[src/rtl/axis_fraction_divider_arbiter.sv]
// Round-robin arbiter sharing one fraction divider among NUM_REQ requesters; results routed back by ID.
// Optional per-requester statistics are enabled by defining DIVFRAC_ARB_STATS_EN.
module axis_fraction_divider_arbiter #(
  parameter int NUM_REQ          = 4,
  parameter int DIVISOR_WIDTH    = 32,
  parameter int DIVIDEND_WIDTH   = 32,
  parameter int FRACTIONAL_WIDTH = 16,
  parameter int MAX_OUTSTANDING  = 64,
  localparam int QW   = DIVIDEND_WIDTH + FRACTIONAL_WIDTH,
  localparam int ID_W = (NUM_REQ <= 2) ? 1 : $clog2(NUM_REQ),
  localparam int DVA  = ((DIVISOR_WIDTH + 7) / 8) * 8,
  localparam int DDA  = ((DIVIDEND_WIDTH + 7) / 8) * 8,
  localparam int QA   = ((QW + 7) / 8) * 8
) (
  input  logic                               aclk,
  input  logic                               aresetn,
  input  logic                               aclken,
  input  logic [NUM_REQ-1:0]                 s_req_tvalid,
  output logic [NUM_REQ-1:0]                 s_req_tready,
  input  logic [NUM_REQ*DIVISOR_WIDTH-1:0]   s_req_divisor,
  input  logic [NUM_REQ*DIVIDEND_WIDTH-1:0]  s_req_dividend,
  output logic [NUM_REQ-1:0]                 m_res_tvalid,
  output logic [QW-1:0]                      m_res_tdata,
  output logic                               m_res_div_zero,
  output logic                               m_div_divisor_tvalid,
  output logic [DVA-1:0]                     m_div_divisor_tdata,
  output logic [ID_W-1:0]                    m_div_divisor_tuser,
  output logic                               m_div_dividend_tvalid,
  output logic [DDA-1:0]                     m_div_dividend_tdata,
  input  logic                               s_div_dout_tvalid,
  input  logic [QA-1:0]                      s_div_dout_tdata,
  input  logic [ID_W:0]                      s_div_dout_tuser,
  output logic [7:0]                         outstanding,
`ifdef DIVFRAC_ARB_STATS_EN
  output logic [NUM_REQ*32-1:0]              stat_issue_cnt,
  output logic [31:0]                        stat_zero_cnt,
`endif
  output logic                               idle
);

  localparam logic [7:0]      MAX_OS = 8'(MAX_OUTSTANDING);
  localparam logic [ID_W:0]   NREQ   = (ID_W+1)'(NUM_REQ);
  localparam logic [ID_W-1:0] LAST   = ID_W'(NUM_REQ - 1);

  logic [DIVISOR_WIDTH-1:0]  divisor_arr  [NUM_REQ];
  logic [DIVIDEND_WIDTH-1:0] dividend_arr [NUM_REQ];

  for (genvar gi = 0; gi < NUM_REQ; gi++) begin : g_unpack
    assign divisor_arr[gi]  = s_req_divisor[gi*DIVISOR_WIDTH +: DIVISOR_WIDTH];
    assign dividend_arr[gi] = s_req_dividend[gi*DIVIDEND_WIDTH +: DIVIDEND_WIDTH];
  end

  logic [ID_W-1:0]    ptr_q, ptr_d;
  logic [7:0]         count_q, count_d;
  logic               div_tvalid_q, div_tvalid_d;
  logic [DVA-1:0]     divisor_q, divisor_d;
  logic [DDA-1:0]     dividend_q, dividend_d;
  logic [ID_W-1:0]    tuser_q, tuser_d;
  logic [NUM_REQ-1:0] res_tvalid_q, res_tvalid_d;
  logic [QW-1:0]      res_tdata_q, res_tdata_d;
  logic               res_dz_q, res_dz_d;

  logic               eligible, hs;
  logic [NUM_REQ-1:0] gnt;
  logic [ID_W-1:0]    gnt_idx;
  logic [ID_W:0]      idx_w;
  logic [ID_W-1:0]    rid;

  assign rid = s_div_dout_tuser[ID_W:1];

  // A returning result frees a slot in the same cycle, so it re-opens issue at the limit.
  always_comb begin
    eligible = aresetn && aclken && ((count_q < MAX_OS) || s_div_dout_tvalid);
    gnt      = '0;
    gnt_idx  = '0;
    hs       = 1'b0;
    idx_w    = '0;
    for (int i = 0; i < NUM_REQ; i++) begin
      idx_w = {1'b0, ptr_q} + (ID_W+1)'(i);
      if (idx_w >= NREQ) idx_w = idx_w - NREQ;
      if (eligible && !hs && s_req_tvalid[idx_w[ID_W-1:0]]) begin
        gnt[idx_w[ID_W-1:0]] = 1'b1;
        gnt_idx              = idx_w[ID_W-1:0];
        hs                   = 1'b1;
      end
    end
  end

`ifdef DIVFRAC_ARB_STATS_EN
  logic [31:0] issue_cnt_q [NUM_REQ];
  logic [31:0] issue_cnt_d [NUM_REQ];
  logic [31:0] zero_cnt_q, zero_cnt_d;

  always_comb begin
    issue_cnt_d = issue_cnt_q;
    zero_cnt_d  = zero_cnt_q;
    if (aclken) begin
      if (hs) issue_cnt_d[gnt_idx] = issue_cnt_q[gnt_idx] + 32'd1;
      if (s_div_dout_tvalid && s_div_dout_tuser[0]) zero_cnt_d = zero_cnt_q + 32'd1;
    end
  end

  always_ff @(posedge aclk) begin
    if (!aresetn) begin
      for (int i = 0; i < NUM_REQ; i++) issue_cnt_q[i] <= '0;
      zero_cnt_q <= '0;
    end else begin
      issue_cnt_q <= issue_cnt_d;
      zero_cnt_q  <= zero_cnt_d;
    end
  end

  for (genvar gi = 0; gi < NUM_REQ; gi++) begin : g_stats
    assign stat_issue_cnt[gi*32 +: 32] = issue_cnt_q[gi];
  end
  assign stat_zero_cnt = zero_cnt_q;
`endif

  always_comb begin
    ptr_d        = ptr_q;
    count_d      = count_q;
    div_tvalid_d = div_tvalid_q;
    divisor_d    = divisor_q;
    dividend_d   = dividend_q;
    tuser_d      = tuser_q;
    res_tvalid_d = res_tvalid_q;
    res_tdata_d  = res_tdata_q;
    res_dz_d     = res_dz_q;
    if (aclken) begin
      div_tvalid_d = hs;
      if (hs) begin
        divisor_d                       = '0;
        divisor_d[DIVISOR_WIDTH-1:0]    = divisor_arr[gnt_idx];
        dividend_d                      = '0;
        dividend_d[DIVIDEND_WIDTH-1:0]  = dividend_arr[gnt_idx];
        tuser_d                         = gnt_idx;
        ptr_d                           = (gnt_idx == LAST) ? '0 : gnt_idx + 1'b1;
      end
      case ({hs, s_div_dout_tvalid})
        2'b10:   if (count_q < MAX_OS) count_d = count_q + 8'd1;
        2'b01:   if (count_q != 8'd0)  count_d = count_q - 8'd1;
        default: count_d = count_q;
      endcase
      // Results tagged with an out-of-range ID are dropped silently.
      res_tvalid_d = '0;
      if (s_div_dout_tvalid && ({1'b0, rid} < NREQ)) begin
        res_tvalid_d[rid] = 1'b1;
        res_tdata_d       = s_div_dout_tdata[QW-1:0];
        res_dz_d          = s_div_dout_tuser[0];
      end
    end
  end

  always_ff @(posedge aclk) begin
    if (!aresetn) begin
      ptr_q        <= '0;
      count_q      <= '0;
      div_tvalid_q <= 1'b0;
      divisor_q    <= '0;
      dividend_q   <= '0;
      tuser_q      <= '0;
      res_tvalid_q <= '0;
      res_tdata_q  <= '0;
      res_dz_q     <= 1'b0;
    end else begin
      ptr_q        <= ptr_d;
      count_q      <= count_d;
      div_tvalid_q <= div_tvalid_d;
      divisor_q    <= divisor_d;
      dividend_q   <= dividend_d;
      tuser_q      <= tuser_d;
      res_tvalid_q <= res_tvalid_d;
      res_tdata_q  <= res_tdata_d;
      res_dz_q     <= res_dz_d;
    end
  end

  assign s_req_tready          = gnt;
  assign m_div_divisor_tvalid  = div_tvalid_q;
  assign m_div_dividend_tvalid = div_tvalid_q;
  assign m_div_divisor_tdata   = divisor_q;
  assign m_div_dividend_tdata  = dividend_q;
  assign m_div_divisor_tuser   = tuser_q;
  assign m_res_tvalid          = res_tvalid_q;
  assign m_res_tdata           = res_tdata_q;
  assign m_res_div_zero        = res_dz_q;
  assign outstanding           = count_q;
  assign idle                  = (count_q == 8'd0) && !div_tvalid_q;

endmodule

[config.mk]
export PLATFORM = sky130hd
export DESIGN_NAME = axis_fraction_divider_arbiter
export DESIGN_NICKNAME = d
export VERILOG_FILES = /design/src/rtl/axis_fraction_divider_arbiter.sv
export SDC_FILE = /design/constraint.sdc
export NUM_CORES = 1
export LEC_CHECK = 0
export CORE_AREA = 2 2 173 175
export DETAILED_ROUTE_END_ITERATION = 12
export DIE_AREA = 0 0 175 177
export PLACE_DENSITY = 0.68
export SLEW_MARGIN = 5
export SYNTH_ARGS = -nofsm -noshare
export SYNTH_HDL_FRONTEND = slang
export SYNTH_SLANG_ARGS = --single-unit
[constraint.sdc]
create_clock -name aclk -period 6.9 [get_ports aclk]
set_input_delay 0.69 -clock aclk [delete_from_list [all_inputs] [get_ports aclk]]
set_output_delay 0.69 -clock aclk [all_outputs]
set_load 0.05 [all_outputs]
## Word-level counts from Yosys, hierarchy flattened

Cells that the tools add are included.

- Equality and inequality tests: 5
- $add $sub $neg: 10
- Mux-type cells: 45
- Bitwise operators: 4
- Order comparisons: 16
- Reductions and logical operators: 26

Operator list:

| kind | count |
|---|---|
| $bmux W32 S2 | 2 |
| $mux W32 | 4 |
| $mux W4 | 5 |
| $mux W2 | 9 |
| $mux W8 | 2 |
| $pmux W8 S2 | 1 |
| $logic_and A1 B1 Y1 | 15 |
| $lt A2 B3 Y1 const B | 5 |
| $mux W1 | 13 |
| $ge A3 B3 Y1 const B | 4 |
| $or A4 B4 Y4 | 3 |
| $demux W1 S2 | 5 |
| $ge A2 B1 Y1 const B | 5 |
| $add A8 B1 Y8 const B | 1 |
| $bmux W1 S2 | 4 |
| $logic_not A8 Y1 | 1 |
| $lt A8 B7 Y1 const B | 1 |
| $reduce_bool A8 Y1 | 1 |
| $sub A2 B1 Y2 const B | 4 |
| $sub A8 B1 Y8 const B | 1 |
| $add A2 B2 Y3 const B | 2 |
| $eq A2 B2 Y1 const B | 2 |
| $logic_not A1 Y1 | 4 |
| $ne A2 B2 Y1 const B | 2 |
| 9 further kinds | 10 |

- Output and inout port bits: 134
- Bits in registers: 130
- Input port bits: 315

## Longest topological paths before layout

Gate-level depths: netlist of run 1.

- Word-level depth: 22
- Depth in mapped cells: 18

## Least setup slack after synthesis of run 1

Ideal clock, no wire load.

- Path type: flip-flop to flip-flop
- Start point: register ptr_q[0]
- End point: register count_q[4] (netlist: outstanding[4])
- Buffers on the path: 3
- Stages on the path, launching flop included: 19
- Period minus slack after synthesis: 4.262 ns
- Data arrival time: 4.191 ns
- Slack: 2.638 ns
- Cell sequence: dfxtp_1 buf_6 inv_1 ha_1 buf_4 or2_1 a2111oi_2 o21ai_1 nand2_1 clkbuf_1 ha_1 xor2_1 ha_1 a21oi_1 o22ai_1 a221oi_1 xnor2_1 or3_1 a21oi_1

- Cells in the longest elaborated chain, start to end: 21

Ends and longest elaborated chain:

| what | RTL line | text |
|---|---|---|
| start, declared | 53 | `logic [ID_W-1:0] ptr_q, ptr_d;` |
| start signal, assigned | 166 | `ptr_q <= ptr_d;` |
| $ge A2 B3 Y1 / $sub A2 B1 Y2 (equally long branches) | 80 | `if (idx_w >= NREQ) idx_w = idx_w - NREQ;` |
| $mux W2 | 80 |  |
| $bmux W1 S2 | 81 | `if (eligible && !hs && s_req_tvalid[idx_w[ID_W-1:0]]) begin` |
| $mux W1 (not written as such) | 81 |  |
| $logic_and A1 B1 Y1 | 81 |  |
| $mux W1 | 81 |  |
| $logic_not A1 Y1 | 81 |  |
| $logic_and A1 B1 Y1 (2 in series) | 81 |  |
| [2 not listed] | -- |  |
| $logic_and A1 B1 Y1 (2 in series) | 81 |  |
| $mux W1 | 81 |  |
| $logic_not A1 Y1 | 81 |  |
| $logic_and A1 B1 Y1 (2 in series) | 81 |  |
| $mux W1 * | 81 |  |
| $eq A2 B1 Y1 / $eq A2 B2 Y1 (equally long branches) | 139 | `case ({hs, s_div_dout_tvalid})` |
| $ne A2 B2 Y1 (no source line) / $reduce_bool A2 Y1 (equally long branches) | -- |  |
| $reduce_and A4 Y1 (no source line) | -- |  |
| end signal, assigned | 167 | `count_q <= count_d;` |
| end, declared | 54 | `logic [7:0] count_q, count_d;` |

Every way passes the cells marked *; elsewhere a longest branch is shown, timed or not. The select of a mux whose other input is x is not followed.
A chain may end at the register's enable or synchronous reset.

## Worst setup path after layout of run 1

Ends and elaborated chain as after synthesis.

==> out/metrics.cfg, run 1 <==
[timing]
grt_setup_unrepaired = false
fmax_mhz = 189
finalSetupViolCount = 0
fin_crit_sh_pct = 76.5
setup_tns_ps = 0
worst_slew_pin_slew_ps = 1010
clock_skew_ps = 11.8
maxSlewViolCount = 0
relSlewSlack_pct = 32.4
fin_crit_ps = 5280
hold_slack_ps = 456
finalHoldViolations = 0

[power_and_ir_drop]
power.density_nw_per_um2 = 226
leakagePower_nw = 4.38
ir_worst_vdd_mv = 0.110

[cells_and_area]
drive_gt1_share_pct = 4.77
diodes = 0
nets = 1612
syn2layout_area_growth_pct = 74.4
post-route-util_pct = 42.5

[global_route]
grt_max_degree = 71
grt_usage_pct = 18.9
grt_first_pass_wirelength_um = 46000
antenna_found_initial = 0
grt_pass1_vias = 8097
overflow = 0

[logic_synthesis]
synth_most_common_cell = nand2_1
ys_warn_count = 0
synth_top_cells_by_area = dfxtp_1 36%, a211oi_1 12%, mux2i_1 8.7%
ys_seq_area_share_pct = 36.5
async_flop_share_pct = 0
ys_ff_latch = 130
yosys.area.top_type = dfxtp_1
avgSynthCellArea_um2 = 7.97
synth_cell_types = 54
synth_commonest_cells = 148 x nand2_1, 130 x dfxtp_1, 117 x a211oi_1
netlist_area_um2 = 7130
dominantRegCellSynth = dfxtp_1
synthCells = 895
yosys.area.top_type_share_pct = 36.5
synth_edf_count = 0
syn-num-nets = 1219

[critical_path]
cp-start-kind = register
critPathMaxFanout = 31
ff2ff_path_depth = 16
cpMaxStageDelayCell = dfxtp_1
worstPathArrival_ps = 5630
endpoint_kind = register
rrSetupSlack_ps = 1620
cp_cell_sequence = inv_1 -> ha_1 -> mux2_1 -> nor4_1 -> o21ai_1 -> nand2_1 -> buf_4 -> ha_1 -> xor2_1 -> ha_1 -> a21oi_1 -> o22ai_1 -> a221oi_1 -> xnor2_1 -> or3_1 -> a21oi_1
worstSetupPathType = reg -> reg
r2r-end = outstanding[4]
worstPathRequired_ps = 7250
timing.rr.start = ptr_q[0]
crit_top_cell = ha_1
slowest_delay_ps = 690

[clock_tree]
htreeDepth = 4
clkLatencyLatePin_ps = 430
post-cts-setup-buffer-count = 0
clk_path_buf_depth = 2
clockRootBuffer = clkbuf_16
ctsResizeCount = 0
cts_inserted_buffers = 17
cts_tree = built
clkTransAtPathRegs_ps = 70
cts_hold_buf = 0
clock_sink_count = 130

[routing]
wire_per_inst_um = 18.1
wl_um = 30700
vias = 8423
dr.first_iter.drc_count = 460
route.detailed.drc = 0
via_per_inst = 4.98
dr.pass1.iters = 4
antenna_left = 0

[floorplanning]
die_y_um = 177
start_util_pct = 24.4
die-area_um2 = 31000
core-area_um2 = 29200
die_w_um = 175
ios = 449
num_rows = 63

[place]
gp_congestion = 0.882
detailedPlacementHpwl_um = 21900
port_buffers = 448

[hold_path]
hold_end = m_div_divisor_tuser[1]
hold_depth = 2
hp-class = reg -> reg
worstHoldStart = m_div_divisor_tuser[1]

[outcome]
status = complete, no violations

[flow_run]
maxCapViolations = 0

==> worst max path at each step <==
stage / from / to / cells after the start
global placement: ptr_q[0] / outstanding[7] / 14
detailed placement: ptr_q[0] / outstanding[4] / 16
CTS: ptr_q[0] / outstanding[4] / 16
finish: ptr_q[0] / outstanding[4] / 16
global route: ptr_q[0] / outstanding[4] / 16
floorplan: ptr_q[0] / outstanding[4] / 18
==> state kept, by name (all words and copies together) (netlist names) <==
signal	cells
m_div_dividend_tdata	32
ptr_q	2
m_res_div_zero	1
m_res_tdata	48
outstanding	8
m_div_dividend_tvalid	1
m_div_divisor_tdata	32
m_div_divisor_tuser	2
m_res_tvalid	4
==> critical path, delay by kind of cell (launching register included) <==
kind / cells / cell delay (ps)
and+or+nand+nor: 3 / 880
AOI/OAI and AO/OA: 5 / 1240
xor gates and xnor gates: 2 / 250
buffers and inverters: 2 / 650
DFF: 1 / 690
adders and majority gates: 3 / 1110
muxes: 1 / 380
==> logic make-up (layout without fill, tap and decap cells) <==
group                      after synthesis  in the layout  synth area share [%]
AOI/OAI and AO/OA                      283            283                  27.2
xor gates and xnor gates                 5              5                 0.614
adders and majority gates                9              9                  1.58
buffers and inverters                  136            542                  8.23
DFF                                    130            130                  36.5
muxes                                   68             68                  10.1
and+or+nand+nor                        264            264                  15.8
==> metrics by stage <==
stage / std cells / total power, mW / cell area [um2] / worst slack, ps
global route: 1691 / 2.94 / 12400 / 1160
global placement: 1659 / 1.89 / 11900 / 1830
detailed placement: 1659 / 1.90 / 11900 / 1750
finish: 1691 / 2.81 / 12400 / 1620
floorplan: 895 / 1.46 / 7130 / 2640
CTS: 1691 / 2.84 / 12400 / 1630
==> final cells by class <==
| cell class | instances | area [um2] |
|---|---|---|
| fill | 2885 | 16800 |
| timing repair buffer | 461 | 4580 |
| multi-input combinational | 629 | 4000 |
| sequential | 130 | 2600 |
| tap | 390 | 488 |
| clock buffer | 17 | 425 |
| inverter | 49 | 186 |
| clock inverter | 15 | 164 |
==> where the power goes <==
group          internal [mW]  total (mW)  switching (mW)  leakage (nW)
Clock                  0.484       0.923           0.438         0.280
Combinational          0.416        1.00           0.585          3.03
Sequential             0.830       0.884          0.0546          1.07
==> routing by layer <==
| layer | up-vias | share of wire, % | GRT usage [%] | wire [um] |
|---|---|---|---|---|
| met5 | - | 0 | 0 | 0 |
| met4 | 0 | 1.8 | 5.63 | 565 |
| met3 | 33 | 9.0 | 5.63 | 2770 |
| met2 | 384 | 50 | 32.7 | 15300 |
| met1 | 3982 | 39 | 22.7 | 12000 |
| li1 | 4024 | - | - | - |
==> cells in the final DEF (no fill, tap or decap), drive strengths merged, types with 2 or more instances in the layout <==
cell / netlist / final
a211oi: 118 / 118
a21o: 2 / 2
a21oi: 66 / 66
a22oi: 9 / 9
a31oi: 40 / 40
and3: 3 / 3
buf: 33 / 14
clkbuf: 54 / 17
clkdlybuf4s50: 0 / 447
clkinv: 1 / 7
clkinvlp: 0 / 2
dfxtp: 130 / 130
ha: 9 / 9
inv: 48 / 55
mux2: 3 / 3
mux2i: 62 / 62
mux4: 3 / 3
nand2: 148 / 148
nand2b: 9 / 9
nand3: 29 / 29
nand4: 2 / 2
nand4b: 2 / 2
nor2: 51 / 51
nor3: 4 / 4
nor4: 4 / 4
o211ai: 2 / 2
o21ai: 10 / 10
o221ai: 26 / 26
or2: 3 / 3
or3: 4 / 4
xnor2: 3 / 3
xor2: 2 / 2
No activity file was read; power rests on OpenSTA's default activity.
==> run 2, diff against run 1 <==
Settings changed: CORE_AREA 2 2 173 175 to 2 2 176 178, DIE_AREA 0 0 175 177 to 0 0 178 180.
Clock period 6.9 ns to 4.4 ns, I/O delays scaled along.
==> run 2 against run 1 <==
  * Register-to-register slack worse by 1200 ps
  * Cell count increased by 0.95%
  * Hold slack got worse by 100 ps
  * Sequential power grew 56%
  * Combinational power rose by 59%
  * Global-route usage decreased by 0.50 points
  * Wire length rose by 1.9%
  * Sequential cell count did not move
  * Non-clock buffer count rose by 10
  * Utilization shrank 0.96 points
  * First-iteration DRC count increased by 0.22%
  * Critical endpoint unchanged
==> out/metrics.cfg, run 2 (synthesis results as in run 1) <==
[outcome]
status = complete, no violations

[timing]
setup_tns_ps = 0  ; unchanged
finalSetupViolCount = 0  ; unchanged
maxSlewViolCount = 0  ; unchanged
setup_ws_ps = 407  ; -1210 ps
fin_crit_sh_pct = 90.8  ; +14 points
worst_slew_pin_slew_ps = 888  ; -123 ps
hold_slack_ps = 355  ; -101 ps
relSlewSlack_pct = 40.8  ; +8.4 points
clock_skew_ps = 12.6  ; +0.823 ps
fin_crit_ps = 3990  ; -1290 ps
fmax_mhz = 250  ; +32%
finalHoldViolations = 0  ; unchanged

[clock_tree]
clkLatencyLatePin_ps = 420  ; about the same
cts_hold_buf = 0  ; unchanged
clk_path_buf_depth = 2  ; unchanged
post-cts-setup-buffer-count = 0  ; unchanged
ctsResizeCount = 0  ; unchanged
htreeDepth = 4  ; unchanged
cts_inserted_buffers = 17  ; unchanged
clock_sink_count = 130  ; unchanged
cts_tree = built
clockRootBuffer = clkbuf_16
clkTransAtPathRegs_ps = 70  ; about the same

[power_and_ir_drop]
ir_worst_vdd_mv = 0.202  ; +83%
finalPower_mw = 4.42  ; +57%
power.density_nw_per_um2 = 352  ; +56%
leakagePower_nw = 4.43  ; +1.2%

[place]
port_buffers = 448  ; unchanged
detailedPlacementHpwl_um = 22500  ; +3.0%
place_ws_ps = 203  ; -1540 ps
dpl_cell_area_um2 = 12000  ; +0.84%
gp_congestion = 0.854  ; -3.3%
placed_cells = 1675  ; +0.96%

[routing]
dr.pass1.iters = 5  ; +1
antenna_left = 0  ; unchanged
route.detailed.drc = 0  ; unchanged
wl_um = 31300  ; +1.9%
wire_per_inst_um = 18.3  ; +0.96%
dr.first_iter.drc_count = 461  ; +0.22%
vias = 8497  ; +0.88%
via_per_inst = 4.98  ; about the same

[critical_path]
crit_family = compound AO/OA/AOI/OAI gates
slowest_delay_ps = 470  ; -220 ps
worstPathRequired_ps = 4740  ; -2510 ps
worstSetupPathType = reg -> reg
worstPathArrival_ps = 4330  ; -1300 ps
cp_cell_sequence = inv_1 -> ha_2 -> mux2_1 -> nor4_1 -> o21ai_1 -> nand2_1 -> ha_1 -> xor2_1 -> ha_1 -> a21oi_1 -> o22ai_1 -> a221oi_2 -> xnor2_1 -> or3_1 -> a21oi_1
endpoint_kind = register
cp-start-kind = register
cpMaxStageDelayCell = ha_2
critPathMaxFanout = 9  ; -71%
crit_buf_inv = 1  ; -1

[cells_and_area]
largest_reg_flops = 48  ; unchanged
postLayoutCellArea_um2 = 12600  ; +0.90%
final_common_cell = clkdlybuf4s50_1
multi_input_area_um2 = 4000  ; about the same
final_cell_mix = 447 x clkdlybuf4s50_1, 148 x nand2_1, 130 x dfxtp_1
drive_gt1_share_pct = 5.72  ; +0.96 points
fill_cells = 3016  ; +4.5%
nets = 1622  ; +0.62%
seq_area_um2 = 2600  ; unchanged
final_cell_count_no_fill = 1707  ; +0.95%
post-route-util_pct = 41.6  ; -0.96 points
syn2layout_area_growth_pct = 76.0
diodes = 0  ; unchanged

[global_route]
grt_pass1_vias = 8161  ; +0.79%
antenna_found_initial = 0  ; unchanged
grt_first_pass_wirelength_um = 46200  ; +0.31%
overflow = 0  ; unchanged
grt_usage_pct = 18.4  ; -0.50 points
grt_max_degree = 68  ; -4.2%

[floorplanning]
start_util_pct = 23.6  ; -0.76 points
die_y_um = 180  ; +1.7%
num_rows = 64  ; +1.6%
core-area_um2 = 30200  ; +3.2%
die-area_um2 = 32000  ; +3.4%
die_w_um = 178  ; +1.7%
ios = 449  ; unchanged

[flow_run]
maxCapViolations = 0  ; unchanged

[hold_path]
hp-class = in -> reg

==> run 2: cell type report <==
type | instances | area share, %
repair buffers | 471 | 37.2
multi-input cells | 629 | 31.9
flip-flops and latches | 130 | 20.7
well taps | 396 | 3.95
clock buffers | 17 | 3.39
inverters | 49 | 1.48
clock inverters | 15 | 1.32
==> run 2: tightest hold or removal path, stage by stage <==
cell and delay [ps]:
buf_2 150, nand2_1 70, mux2i_1 50
==> run 2: power by group <==
group	switching, mW	internal (mW)
clock	0.686	0.761
combinational	0.929	0.663
sequential	0.0812	1.30
total	1.70	2.72
==> run 2: worst paths after layout <==
path                        start         endpoint  slack, ps  depth (start not counted)
hold reg to reg   m_res_tdata[40]  m_res_tdata[40]        450                          2
setup reg to reg         ptr_q[0]   outstanding[4]        410                         15
setup / recovery         ptr_q[0]   outstanding[4]        410                         15
hold / removal            aresetn   outstanding[6]        350                          3
==> run 2: layer usage <==
layer  up-vias  wire length, um  GRT usage (%)
li1       4061                -              -
met1      3995            12600           21.7
met2       399            15200           32.1
met3        42             2650           4.95
met4         0              734           6.23
met5         -                0              0
